## src/rtl/voice_mixer.sv

```systemverilog
// ---------------------------------------------------------------------------
// voice_mixer
//
// Mixes NUM_VOICES unsigned voice samples into one output sample. A strobe
// in IDLE captures the voice bus and mode. The captured voices are then
// summed one per cycle, while the non-zero voices are counted. In mode 0 the
// output is the sum, clamped to the output range. In mode 1 the output is
// the average over the non-zero voices. That average is computed by a
// bit-serial restoring divider.
//
// Ports
//   clk            single clock, all state changes on the rising edge
//   rst            synchronous, active-high reset
//   voices         flattened voice bus, voice i at [i*IN_W +: IN_W]
//   mode           0 = saturating sum, 1 = average over non-zero voices
//   sample_strobe  request to start a mix; accepted only while idle
//   mixed_sample   registered mix result, held until the next result
//   sample_valid   one-cycle pulse when mixed_sample is updated
//   active_count   number of non-zero voices in the last completed mix
//   busy           high whenever a mix is in progress (any state but IDLE)
//   overrun        one-cycle pulse the cycle after a strobe arrives while busy
// ---------------------------------------------------------------------------
module voice_mixer #(
   parameter int NUM_VOICES = 13,
   parameter int IN_W       = 8,
   parameter int OUT_W      = 12
) (
   input  logic                              clk,
   input  logic                              rst,
   input  logic [NUM_VOICES*IN_W-1:0]        voices,
   input  logic                              mode,
   input  logic                              sample_strobe,
   output logic [OUT_W-1:0]                  mixed_sample,
   output logic                              sample_valid,
   output logic [$clog2(NUM_VOICES+1)-1:0]   active_count,
   output logic                              busy,
   output logic                              overrun
);

   localparam int SUM_W  = IN_W + $clog2(NUM_VOICES);
   localparam int CNT_W  = $clog2(NUM_VOICES + 1);
   localparam int BUS_W  = NUM_VOICES * IN_W;
   localparam int IDX_MAX = (NUM_VOICES > SUM_W) ? NUM_VOICES : SUM_W;
   localparam int IDX_W  = $clog2(IDX_MAX);
   localparam int WIDE_W = (SUM_W > OUT_W) ? SUM_W : OUT_W;

   typedef enum logic [1:0] {
      IDLE,
      ACCUM,
      DIVIDE,
      DONE
   } state_t;

   state_t             state_q;
   logic [BUS_W-1:0]   capVoices_q;
   logic               capMode_q;
   logic [SUM_W-1:0]   sum_q;
   logic [CNT_W-1:0]   count_q;
   logic [CNT_W-1:0]   rem_q;
   logic [IDX_W-1:0]   index_q;
   logic [OUT_W-1:0]   mixed_q;
   logic               valid_q;
   logic [CNT_W-1:0]   activeCount_q;
   logic               overrun_q;

   logic [IN_W-1:0]    curVoice;
   logic               voiceNonZero;
   logic [SUM_W-1:0]   sumPlus_d;
   logic [CNT_W-1:0]   countPlus_d;
   logic [CNT_W:0]     remShift_d;
   logic               remFits;
   logic [CNT_W-1:0]   remSub_d;
   logic [WIDE_W-1:0]  sumWide;
   logic [WIDE_W-1:0]  satMax;
   logic [OUT_W-1:0]   result_d;

   // Accumulation datapath. The captured bus is shifted right by one voice
   // every ACCUM cycle, so the voice being added is always the low slice.
   // This avoids a wide variable-index multiplexer.
   always_comb begin
      curVoice     = capVoices_q[IN_W-1:0];
      voiceNonZero = |curVoice;
      sumPlus_d    = sum_q + SUM_W'(curVoice);
      countPlus_d  = count_q + CNT_W'(voiceNonZero);
   end

   // One restoring-division step. The sum register doubles as the dividend
   // and quotient shift register. The dividend MSB shifts into the partial
   // remainder, and the new quotient bit shifts in at the bottom. The
   // remainder is always below the divisor, so CNT_W bits hold it. The
   // shifted value needs one extra bit. The subtraction is only used when
   // its result is below the divisor, so the low CNT_W bits are exact.
   always_comb begin
      remShift_d = {rem_q, sum_q[SUM_W-1]};
      remFits    = (remShift_d >= {1'b0, count_q});
      remSub_d   = remShift_d[CNT_W-1:0] - count_q;
   end

   // Output formatting. In mode 0, sum_q holds the raw sum, which may need
   // clamping. In mode 1 with two or more active voices, sum_q holds the
   // quotient after the divide. With one active voice it holds that voice.
   // With no active voices it holds zero. All mode-1 cases already fit in
   // OUT_W, so the same clamp serves both modes unchanged.
   always_comb begin
      sumWide  = WIDE_W'(sum_q);
      satMax   = WIDE_W'({OUT_W{1'b1}});
      result_d = sumWide[OUT_W-1:0];
      if (sumWide > satMax) begin
         result_d = {OUT_W{1'b1}};
      end
   end

   // Control FSM and all state registers. sample_valid and overrun are
   // cleared every cycle and set only for the cycle of their event, so
   // neither can stretch beyond a single-cycle pulse.
   always_ff @(posedge clk) begin
      if (rst) begin
         state_q       <= IDLE;
         capVoices_q   <= '0;
         capMode_q     <= 1'b0;
         sum_q         <= '0;
         count_q       <= '0;
         rem_q         <= '0;
         index_q       <= '0;
         mixed_q       <= '0;
         valid_q       <= 1'b0;
         activeCount_q <= '0;
         overrun_q     <= 1'b0;
      end else begin
         valid_q   <= 1'b0;
         overrun_q <= sample_strobe && (state_q != IDLE);

         case (state_q)
            IDLE: begin
               if (sample_strobe) begin
                  capVoices_q <= voices;
                  capMode_q   <= mode;
                  sum_q       <= '0;
                  count_q     <= '0;
                  rem_q       <= '0;
                  index_q     <= '0;
                  state_q     <= ACCUM;
               end
            end

            ACCUM: begin
               sum_q       <= sumPlus_d;
               count_q     <= countPlus_d;
               capVoices_q <= capVoices_q >> IN_W;
               if (index_q == IDX_W'(NUM_VOICES - 1)) begin
                  index_q <= '0;
                  rem_q   <= '0;
                  // Averages of zero or one voice need no division.
                  if (capMode_q && (countPlus_d >= CNT_W'(2))) begin
                     state_q <= DIVIDE;
                  end else begin
                     state_q <= DONE;
                  end
               end else begin
                  index_q <= index_q + IDX_W'(1);
               end
            end

            DIVIDE: begin
               if (remFits) begin
                  rem_q <= remSub_d;
                  sum_q <= {sum_q[SUM_W-2:0], 1'b1};
               end else begin
                  rem_q <= remShift_d[CNT_W-1:0];
                  sum_q <= {sum_q[SUM_W-2:0], 1'b0};
               end
               if (index_q == IDX_W'(SUM_W - 1)) begin
                  index_q <= '0;
                  state_q <= DONE;
               end else begin
                  index_q <= index_q + IDX_W'(1);
               end
            end

            DONE: begin
               mixed_q       <= result_d;
               activeCount_q <= count_q;
               valid_q       <= 1'b1;
               state_q       <= IDLE;
            end

            default: begin
               state_q <= IDLE;
            end
         endcase
      end
   end

   assign mixed_sample = mixed_q;
   assign sample_valid = valid_q;
   assign active_count = activeCount_q;
   assign overrun      = overrun_q;
   assign busy         = (state_q != IDLE);

endmodule

```

## config.mk

```make
export PLATFORM = sky130hd
export DESIGN_NAME = voice_mixer
export DESIGN_NICKNAME = d
export VERILOG_FILES = /design/src/rtl/voice_mixer.sv
export SDC_FILE = /design/constraint.sdc
export NUM_CORES = 1
export LEC_CHECK = 0
export ABC_CLOCK_PERIOD_IN_PS = 3650
export BUFFER_PORTS_ARGS = -buffer_cell sky130_fd_sc_hd__buf_2
export CORE_MARGIN = 1.5
export CORE_UTILIZATION = 61
export CTS_BUF_LIST = sky130_fd_sc_hd__clkbuf_8 sky130_fd_sc_hd__clkbuf_16
export CTS_CLUSTER_SIZE = 30
export DETAILED_ROUTE_END_ITERATION = 10
export HOLD_SLACK_MARGIN = 0.1
export PLACE_DENSITY = 0.86
export REMOVE_ABC_BUFFERS = 1
export SYNTH_ARGS = -nofsm -noshare
export SYNTH_HDL_FRONTEND = slang
export SYNTH_SLANG_ARGS = --single-unit
```

## constraint.sdc

```tcl
create_clock -name clk -period 3.65 [get_ports clk]
set_input_delay 0.365 -clock clk [delete_from_list [all_inputs] [get_ports clk]]
set_output_delay 0.365 -clock clk [all_outputs]
set_load 0.05 [all_outputs]
```

After elaboration in Yosys (flattened, before gate mapping)
Index checks and enable logic that the tools add are counted.
- word-level logic and storage cells: 58
- input port bits: 108
- output and inout port bits: 19
- register bits: 149
- eq/ne operators: 8
- mux-type cells: 20
- magnitude comparators: 3
- reductions and logical operators: 12
- add/sub/neg operators: 4
- operator list (kind ; number):
    $pmux W104 S2 ; 1
    $mux W104 ; 1
    $pmux W12 S3 ; 1
    $mux W12 ; 2
    $pmux W4 S3 ; 2
    $mux W4 ; 5
    $add A12 B8 Y12 ; 1
    $gt A12 B12 Y1 const B ; 1
    $eq A4 B4 Y1 const B ; 2
    $pmux W2 S4 ; 1
    $pmux W4 S2 ; 1
    $reduce_or A8 Y1 ; 1
    $mux W2 ; 3
    $ne A2 B2 Y1 const B ; 3
    $reduce_and A2 Y1 ; 3
    $reduce_and A3 Y1 ; 2
    $ge A5 B4 Y1 ; 1
    $add A4 B1 Y4 ; 1
    $add A4 B1 Y4 const B ; 1
    $eq A2 B2 Y1 const B ; 2
    $ge A4 B2 Y1 const B ; 1
    $reduce_bool A2 Y1 ; 2
    $sub A4 B4 Y4 ; 1
    $mux W1 ; 3
    4 further kinds ; 5

Logic depth before layout (Yosys ltp)
Gate-level depths: netlist of run 1.
- depth in word-level cells: 7
- mapped depth: 10
- gate-level depth less buffers: 9

Least setup slack after synthesis of run 1
Ideal clock, no wire load.
- path type: flip-flop to flip-flop
- from: register capVoices_q[0]
- to: register state_q[0]
- setup slack: 1571 ps
- library setup time: 103 ps
- required time: 3547 ps
- buffers on the path: 0
- stages on the path, launching flop included: 9
- data arrival time: 1976 ps
- period minus slack after synthesis: 2079 ps
- cells stage by stage: dfxtp_1 nor4_1 nand2_1 ha_1 ha_1 o41a_1 o31ai_1 a2111oi_2 a2111oi_2
- longest elaborated chain between the ends: 7
- ends and longest elaborated chain (what ; RTL line ; text):
    start: declaration ; 55 ; logic [BUS_W-1:0] capVoices_q;
    start signal: assignment ; 136 ; capVoices_q <= voices;
    start signal: assignment ; 149 ; capVoices_q <= capVoices_q >> IN_W;
    $reduce_or A8 Y1 ; 82 ; voiceNonZero = |curVoice;
    $add A4 B1 Y4 ; 84 ; countPlus_d = count_q + CNT_W'(voiceNonZero);
    $ge A4 B2 Y1 ; 154 ; if (capMode_q && (countPlus_d >= CNT_W'(2))) begin
    $logic_and A1 B1 Y1 ; 154 ;
    $mux W1 ; 154 ;
    $mux W2 ; 150 ; if (index_q == IDX_W'(NUM_VOICES - 1)) begin
    $pmux W2 S4 ; 133 ; case (state_q)
    end signal: assignment ; 142 ; state_q <= ACCUM;
    end signal: assignment ; 155 ; state_q <= DIVIDE;
    end signal: assignment ; 157 ; state_q <= DONE;
    end: declaration ; 54 ; state_t state_q;
No other way between the ends. The select of a mux whose other input is x is not followed.
A chain may end at the register's enable or synchronous reset.

Worst setup path after layout of run 1
- from: register capVoices_q[4]
- to: register state_q[0]
Same word-level chain as after synthesis.

==> results.yml, run 1 <==
die:
  core_area_um2: 11560
  ioPinCount: 127
  rows: 39
  dieArea_um2: 12620
  start_util_pct: 63.09
  die_x_um: 112.4
  die_y_um: 112.4
clock_tree:
  clk_path_buf_depth: 2
  cts_buffers: 17
  clkLatencyLatePin_ns: 0.41
  htree_levels: 4
  cts_sinks: 149
  clk_pin_slew_worst_paths_ns: 0.06
  cts_hold_buf: 0
  cts_resized: 0
  clockRootBuffer: "clkbuf_16"
  tritoncts: "done"
  post_cts_buffers: 0
cells_and_area:
  num-nets-final: 1004
  final-seq-area_um2: 2983
  multi_input_area_um2: 3872
  drive_above_1_share_pct: 19.12
  area_delta_synth_final_pct: 14.70
  n_antenna_cell: 0
  mostFrequentLayoutCell: "dfxtp_1"
  fin_cells: 1027
  final_cell_area_um2: 8368
  fillerInstances: 925
  layout_common_cells: "dfxtp_1 (149), nor2_1 (143), buf_2 (125), mux2i_1 (115), a211oi_1 (99)"
  fin_util_pct: 72.36
flow_run:
  drv_cap: 0
logic_synthesis:
  syn-cell-area_um2: 7296
  synth_seq_area_share_pct: 40.88
  syn-mean-instance-area_um2: 9.247
  yosys.area.top_type: "dfxtp_1"
  ys_ff_latch: 149
  syn_inst: 789
  synth_top_area_share_pct: 40.88
  synth_edf_count: 0
  synth_cell_types: 61
  synth_area_leaders: "dfxtp_1 (41%), mux2i_1 (16%), a211oi_1 (10%), nor2_1 (7.4%), ha_1 (3.4%)"
  yosys_warnings: 0
  synth_ff_type: "dfxtp_1"
  async_flop_share_pct: 0
pwr:
  powerDensity_nw_per_um2: 875.1
  irDropWorstVdd_mv: 0.8379
  leakagePower_nw: 3.375
  finalPower_mw: 7.323
worst_setup_path:
  arrival_ns: 2.79
  path_class: "register to register"
  critPathTopFamily: "compound AO/OA/AOI/OAI gates"
  critPathCaptureType: "register"
  critPathMaxFanout: 3
  worstPathCellList: "nor4_1 > nand2_1 > ha_1 > ha_1 > o41a_1 > o31ai_1 > a2111oi_2 > a2111oi_2"
  startpoint_type: "register"
  cp.required_ns: 3.96
  rr_worst_depth: 8
  max_stage_delay_ns: 0.42
  critPathSlowestCell: "nor4_1"
  crit_cells: 8
  crit_buf_inv: 0
placed_design:
  port_buffers: 126
  hpwl_um: 10100
  place_area_um2: 7825
  dp.cells: 998
  place_congestion: 0.8371
  pre_cts_ws_ns: 1.208
global_route:
  gr-total-overflow: 0
  grt_pass1_wl_um: 25430
  antenna_found_initial: 2
  grt_usage_pct: 24.96
  grt_start_max_net_pins: 193
  first_global_vias: 5376
routing:
  detail-route-antenna-nets: 0
  avgViaCountPerCell: 5.730
  vias: 5885
  avgRoutedWirePerCell_um: 15.14
  routed_wl_um: 15550
  drc_errors: 6
  dr.pass1.iters: 10
  dr.first_iter.drc_count: 350
timing:
  slew_headroom_pct: 45.70
  maxSlewViolCount: 0
  whs_ns: 0.1829
  hold_violations: 0
  worst_clock_skew_ns: 0.005947
  worst_slew_pin_slew_ns: 0.8115
  finalCritPeriodShare_pct: 67.84
  tns_ns: 0
  fin_ws_ns: 1.174
  rsz0062_at_grt: "false"
  fin_crit_ns: 2.476
  setup_viol: 0
  fmax_mhz: 403.9
status:
  failed_checks: "DRC"
  status: "complete, but fails checks"
hold_path:
  hold_path_class: "input pin to register"
  hold_depth: 3
layout make-up:
class / instances / share of cell area, %
multi-input cells: 554 / 46.28
flip-flops and latches: 149 / 35.65
repair buffers: 132 / 8.553
clock buffers: 21 / 5.742
well taps: 143 / 2.138
inverters: 20 / 0.8971
clock inverters: 8 / 0.7476
synthesized netlist by cell type, types with 3 or more instances:
cell and n:
nand2_1 27, ha_1 20, buf_1 4, o21a_1 3, o21ai_0 16, a211oi_1 99, a21oi_1 19, o31ai_1 4
a31oi_1 3, a32oi_1 5, nand2b_1 9, buf_6 10, buf_4 5, nor3_1 5, nand3_1 8, nand3b_1 3
a22o_1 3, nor2_1 143, a22oi_1 13, clkbuf_1 14, o22ai_1 6, buf_2 33, a21o_1 4, dfxtp_1 149
o211ai_1 3, inv_1 18, xnor2_1 3, nor4_1 3, mux2i_1 115, and3_1 5
final timing paths:
path                        from              end  slack [ns]
setup / recovery  capVoices_q[4]       state_q[0]        1.17
setup reg to reg  capVoices_q[4]       state_q[0]        1.17
hold reg to reg         rem_q[3]         rem_q[3]        0.46
hold / removal        voices[98]  capVoices_q[98]        0.18
tightest hold or removal path, stage by stage:
cell	delay [ns]
buf_2	0.07
a22oi_1	0.05
nor2_1	0.07
state kept, by name, indices dropped and copies added, names as in the netlist:
signal,cells
sumWide,12
capMode_q,1
active_count,4
mixed_sample,12
capVoices_q,104
index_q,4
overrun,1
count_q,4
rem_q,4
state_q,2
sample_valid,1
cells by family after synthesis:
logic type / count (synthesis) / synth area share, %
flops: 149 / 40.88
compound gates: 194 / 19.31
simple gates: 218 / 13.14
buf+inv: 86 / 6.277
fa+ha+maj: 22 / 3.979
xor+xnor: 4 / 0.4803
mux: 116 / 15.93
layer usage:
layer	GRT usage (%)	routed length, um
met5	0	12
met4	8.017	186
met2	39.63	7223
met3	9.287	1259
met1	31.67	6870
report_power, final:
part / switching [mW] / internal [mW] / leakage [nW]
registers: 0.341 / 2.25 / 1.23
logic: 1.89 / 1.24 / 1.87
clock network: 0.616 / 0.984 / 0.282
total: 2.85 / 4.47 / 3.38
Power figures use the tool's default switching activity.
==> run 2, diff against run 1 <==
ABC_AREA = 1   (was unset)
ABC_CLOCK_PERIOD_IN_PS = 2500   (was 3650)
CORE_UTILIZATION = 57   (was 61)
PLACE_DENSITY = 0.81   (was 0.86)
clock period = 2.5 ns   (was 3.65 ns; I/O delays follow)
==> run 2 against run 1 <==
The flow now finishes without violations. Sequential share of layout area decreased by 2.5 points. Combinational power rose by 8.9%. Worst hold slack got worse by 0.070 ns. Via count increased by 13%. Flip-flop and latch count unchanged. Clock-buffer cell count is 2 lower. Maximum frequency up 16%. Cell area up 7.5%. Largest cell class unchanged.
==> results.yml, run 2 <==
status:
  status: "completed"
hold_path:
  min_to: "capVoices_q[6]"
  hp-start: "voices[6]"
  hold_path_class: "input pin to register"
  hold_depth: 3
cells_and_area:
  largest_register: "capVoices_q"
  fillerInstances: 1034
  drive_above_1_share_pct: 22.93
  fin_cells: 1248
  area_delta_synth_final_pct: 19.89
  layout_common_cells: "nand2_1 (317), dfxtp_1 (149), nor2_1 (126), buf_2 (125), a311oi_2 (70)"
  num-nets-final: 1190
  largest_reg_flops: 104
  final_cell_area_um2: 8999
  final-seq-area_um2: 2983
  multi_input_area_um2: 4024
  mostFrequentLayoutCell: "nand2_1"
logic_synthesis:
  ys_top_cells_by_count: "nand2_1 (317), dfxtp_1 (149), nor2_1 (126)"
  yosys_warnings: 0
  synth_adder_area_share_pct: 3.867
  synth_ff_type: "dfxtp_1"
  yosysMostFrequentCell: "nand2_1"
  async_flop_share_pct: 0
  syn-mean-instance-area_um2: 7.860
  synth_seq_area_share_pct: 39.74
  yosys.area.top_type: "dfxtp_1"
  ys_ff_latch: 149
  yosys.area_share.simple_pct: 25.42
  syn_inst: 955
  syn-cell-area_um2: 7506
  synth_top_family_by_area: "simple AND/OR/NAND/NOR gates"
  synth_xor_xnor_area_share_pct: 0.5834
  synth_area_leaders: "dfxtp_1 (40%), nand2_1 (16%), a311oi_2 (14%), nor2_1 (6.3%), ha_1 (3.3%)"
  synth_cell_types: 37
  synthMuxAreaShare_pct: 0
  synth_compound_area_share_pct: 23.57
  synth_edf_count: 0
  synth_top_area_share_pct: 39.74
timing:
  worst_clock_skew_ns: 0.007276
  fin_crit_ns: 2.131
  rsz0062_at_grt: "false"
  worst_slew_pin_slew_ns: 0.7633
  maxSlewViolCount: 0
  hold_violations: 0
  fmax_mhz: 469.3
  fin_ws_ns: 0.3694
  setup_viol: 0
  tns_ns: 0
  slew_headroom_pct: 49.12
  finalCritPeriodShare_pct: 85.23
worst_setup_path:
  critPathCaptureType: "register"
  rr_worst_depth: 12
  r2r_end: "sumWide[8]"
  critPathSlowestCell: "fa_1"
  max_stage_delay_ns: 0.42
  critPathMaxFanout: 3
  timing.rr.start: "capVoices_q[0]"
  worstPathCellList: "ha_1 > inv_1 > fa_1 > inv_1 > nand3_1 > nand3_1 > nand2_1 > nand3_1 > nand2_1 > o21ai_0 > nand2_1 > a21oi_1"
  cp.required_ns: 2.85
  r2r_slack_ns: 0.37
  path_class: "register to register"
  startpoint_type: "register"
  arrival_ns: 2.48
pwr:
  irDropWorstVdd_mv: 0.6078
  finalPower_mw: 9.604
  leakagePower_nw: 3.651
  powerDensity_nw_per_um2: 1067
clock_tree:
  cts_sinks: 149
  clockRootBuffer: "clkbuf_16"
  tritoncts: "done"
  clk_path_buf_depth: 2
  clkLatencyLatePin_ns: 0.43
  cts_buffers: 17
  clk_pin_slew_worst_paths_ns: 0.06
  htree_levels: 4
global_route:
  grt_start_max_net_pins: 114
  first_global_vias: 6307
  grt_pass1_wl_um: 29030
  antenna_found_initial: 4
  grt_usage_pct: 25.34
  gr-total-overflow: 0
routing:
  avgViaCountPerCell: 5.349
  vias: 6675
  routed_wl_um: 16960
  avgRoutedWirePerCell_um: 13.59
  dr.first_iter.drc_count: 628
  drc_errors: 0
  dr.pass1.iters: 5
  detail-route-antenna-nets: 0
placed_design:
  place_congestion: 0.8967
  port_buffers: 126
  place_area_um2: 8168
  hpwl_um: 10530
  dp.cells: 1194
  pre_cts_ws_ns: 0.4357
die:
  die_x_um: 117.8
  dieArea_um2: 13870
  start_util_pct: 59.00
  rows: 41
  core_area_um2: 12720
  ioPinCount: 127
  die_y_um: 117.8
flow_run:
  drv_cap: 0
==> run 2: changes by cell type in the layout (fill, tap and decap cells not counted), sizes merged, moves of 6 or more <==
cell | before | now
dlygate4sd3 | 0 | 19
nand2 | 27 | 318
a21oi | 20 | 49
a211oi | 100 | 11
a22oi | 13 | 0
inv | 24 | 39
clkinv | 2 | 8
nand2b | 9 | 0
nor2 | 144 | 127
a311oi | 0 | 96
mux2i | 115 | 0
nand3 | 8 | 32
==> run 2: worst max path at each step <==
| stage | startpoint | to | slack, ns | depth (start not counted) |
|---|---|---|---|---|
| global placement | capVoices_q[0] | sumWide[8] | 0.48 | 12 |
| detailed placement | capVoices_q[0] | sumWide[8] | 0.44 | 12 |
| finish | capVoices_q[0] | sumWide[8] | 0.37 | 12 |
| CTS | capVoices_q[0] | sumWide[8] | 0.40 | 12 |
| global route | capVoices_q[0] | sumWide[8] | 0.17 | 12 |
| floorplan | state_q[1] | count_q[2] | -5.56 | 7 |
==> run 2: cell families (layout without fill, tap and decap cells) <==
group / Yosys count / in the layout
adder cells (fa/ha/maj): 22 / 22
AND/OR/NAND/NOR: 488 / 488
buffers and inverters: 110 / 228
AO/OA/AOI/OAI: 181 / 181
flip-flops: 149 / 149
XOR/XNOR: 5 / 5
other: 0 / 3
==> run 2: power breakdown <==
part	leakage (nW)	total (mW)	switching, mW	internal [mW]
combinational	2.12	3.41	2.23	1.19
clock	0.311	2.71	0.989	1.72
sequential	1.22	3.48	0.393	3.09
total	3.65	9.60	3.61	6.00
==> run 2: final cells by class <==
type	instances	share of cell area (%)
Clock buffer	19	5.033
Inverter	40	1.682
Clock inverter	13	2.002
Antenna cell	3	0.08343
Timing Repair Buffer	156	10.94
Tap cell	172	2.392
Sequential cell	149	33.15
Multi-Input combinational cell	696	44.72
==> run 2: critical path: cells and delay by family, from the launching register on <==
family	cells	cell delay, ns
compound gates	2	0.29
buf+inv	2	0.20
fa+ha+maj	2	0.67
flops	1	0.40
simple gates	6	0.51
==> run 2: per-layer routing <==
| metal | up-vias | wire length [um] | global-route usage [%] | part of all wire [%] |
|---|---|---|---|---|
| met2 | 177 | 7762 | 40.35 | 46 |
| met4 | 2 | 401 | 10.52 | 2.4 |
| li1 | 3454 | - | - | - |
| met1 | 3003 | 7870 | 32.48 | 46 |
| met3 | 39 | 915 | 6.880 | 5.4 |
| met5 | - | 15 | 0 | 0.088 |
==> run 2: what timing repair did <==
item / in CTS / in global routing
resized for setup: 0 / 0
buffers inserted: 0 / 0
hold buffers: 19 / 0
endpoints found under the hold margin: 19 / 0
==> run 2: through the flow <==
stage	utilization [%]	hold slack (ns)
3_3_place_gp	64.20	0.4489
4_1_cts	70.67	0.1006
3_5_place_dp	64.20	0.4531
6_report	70.73	0.1129
5_1_grt	70.69	0.1065
2_1_floorplan	-	0.3191
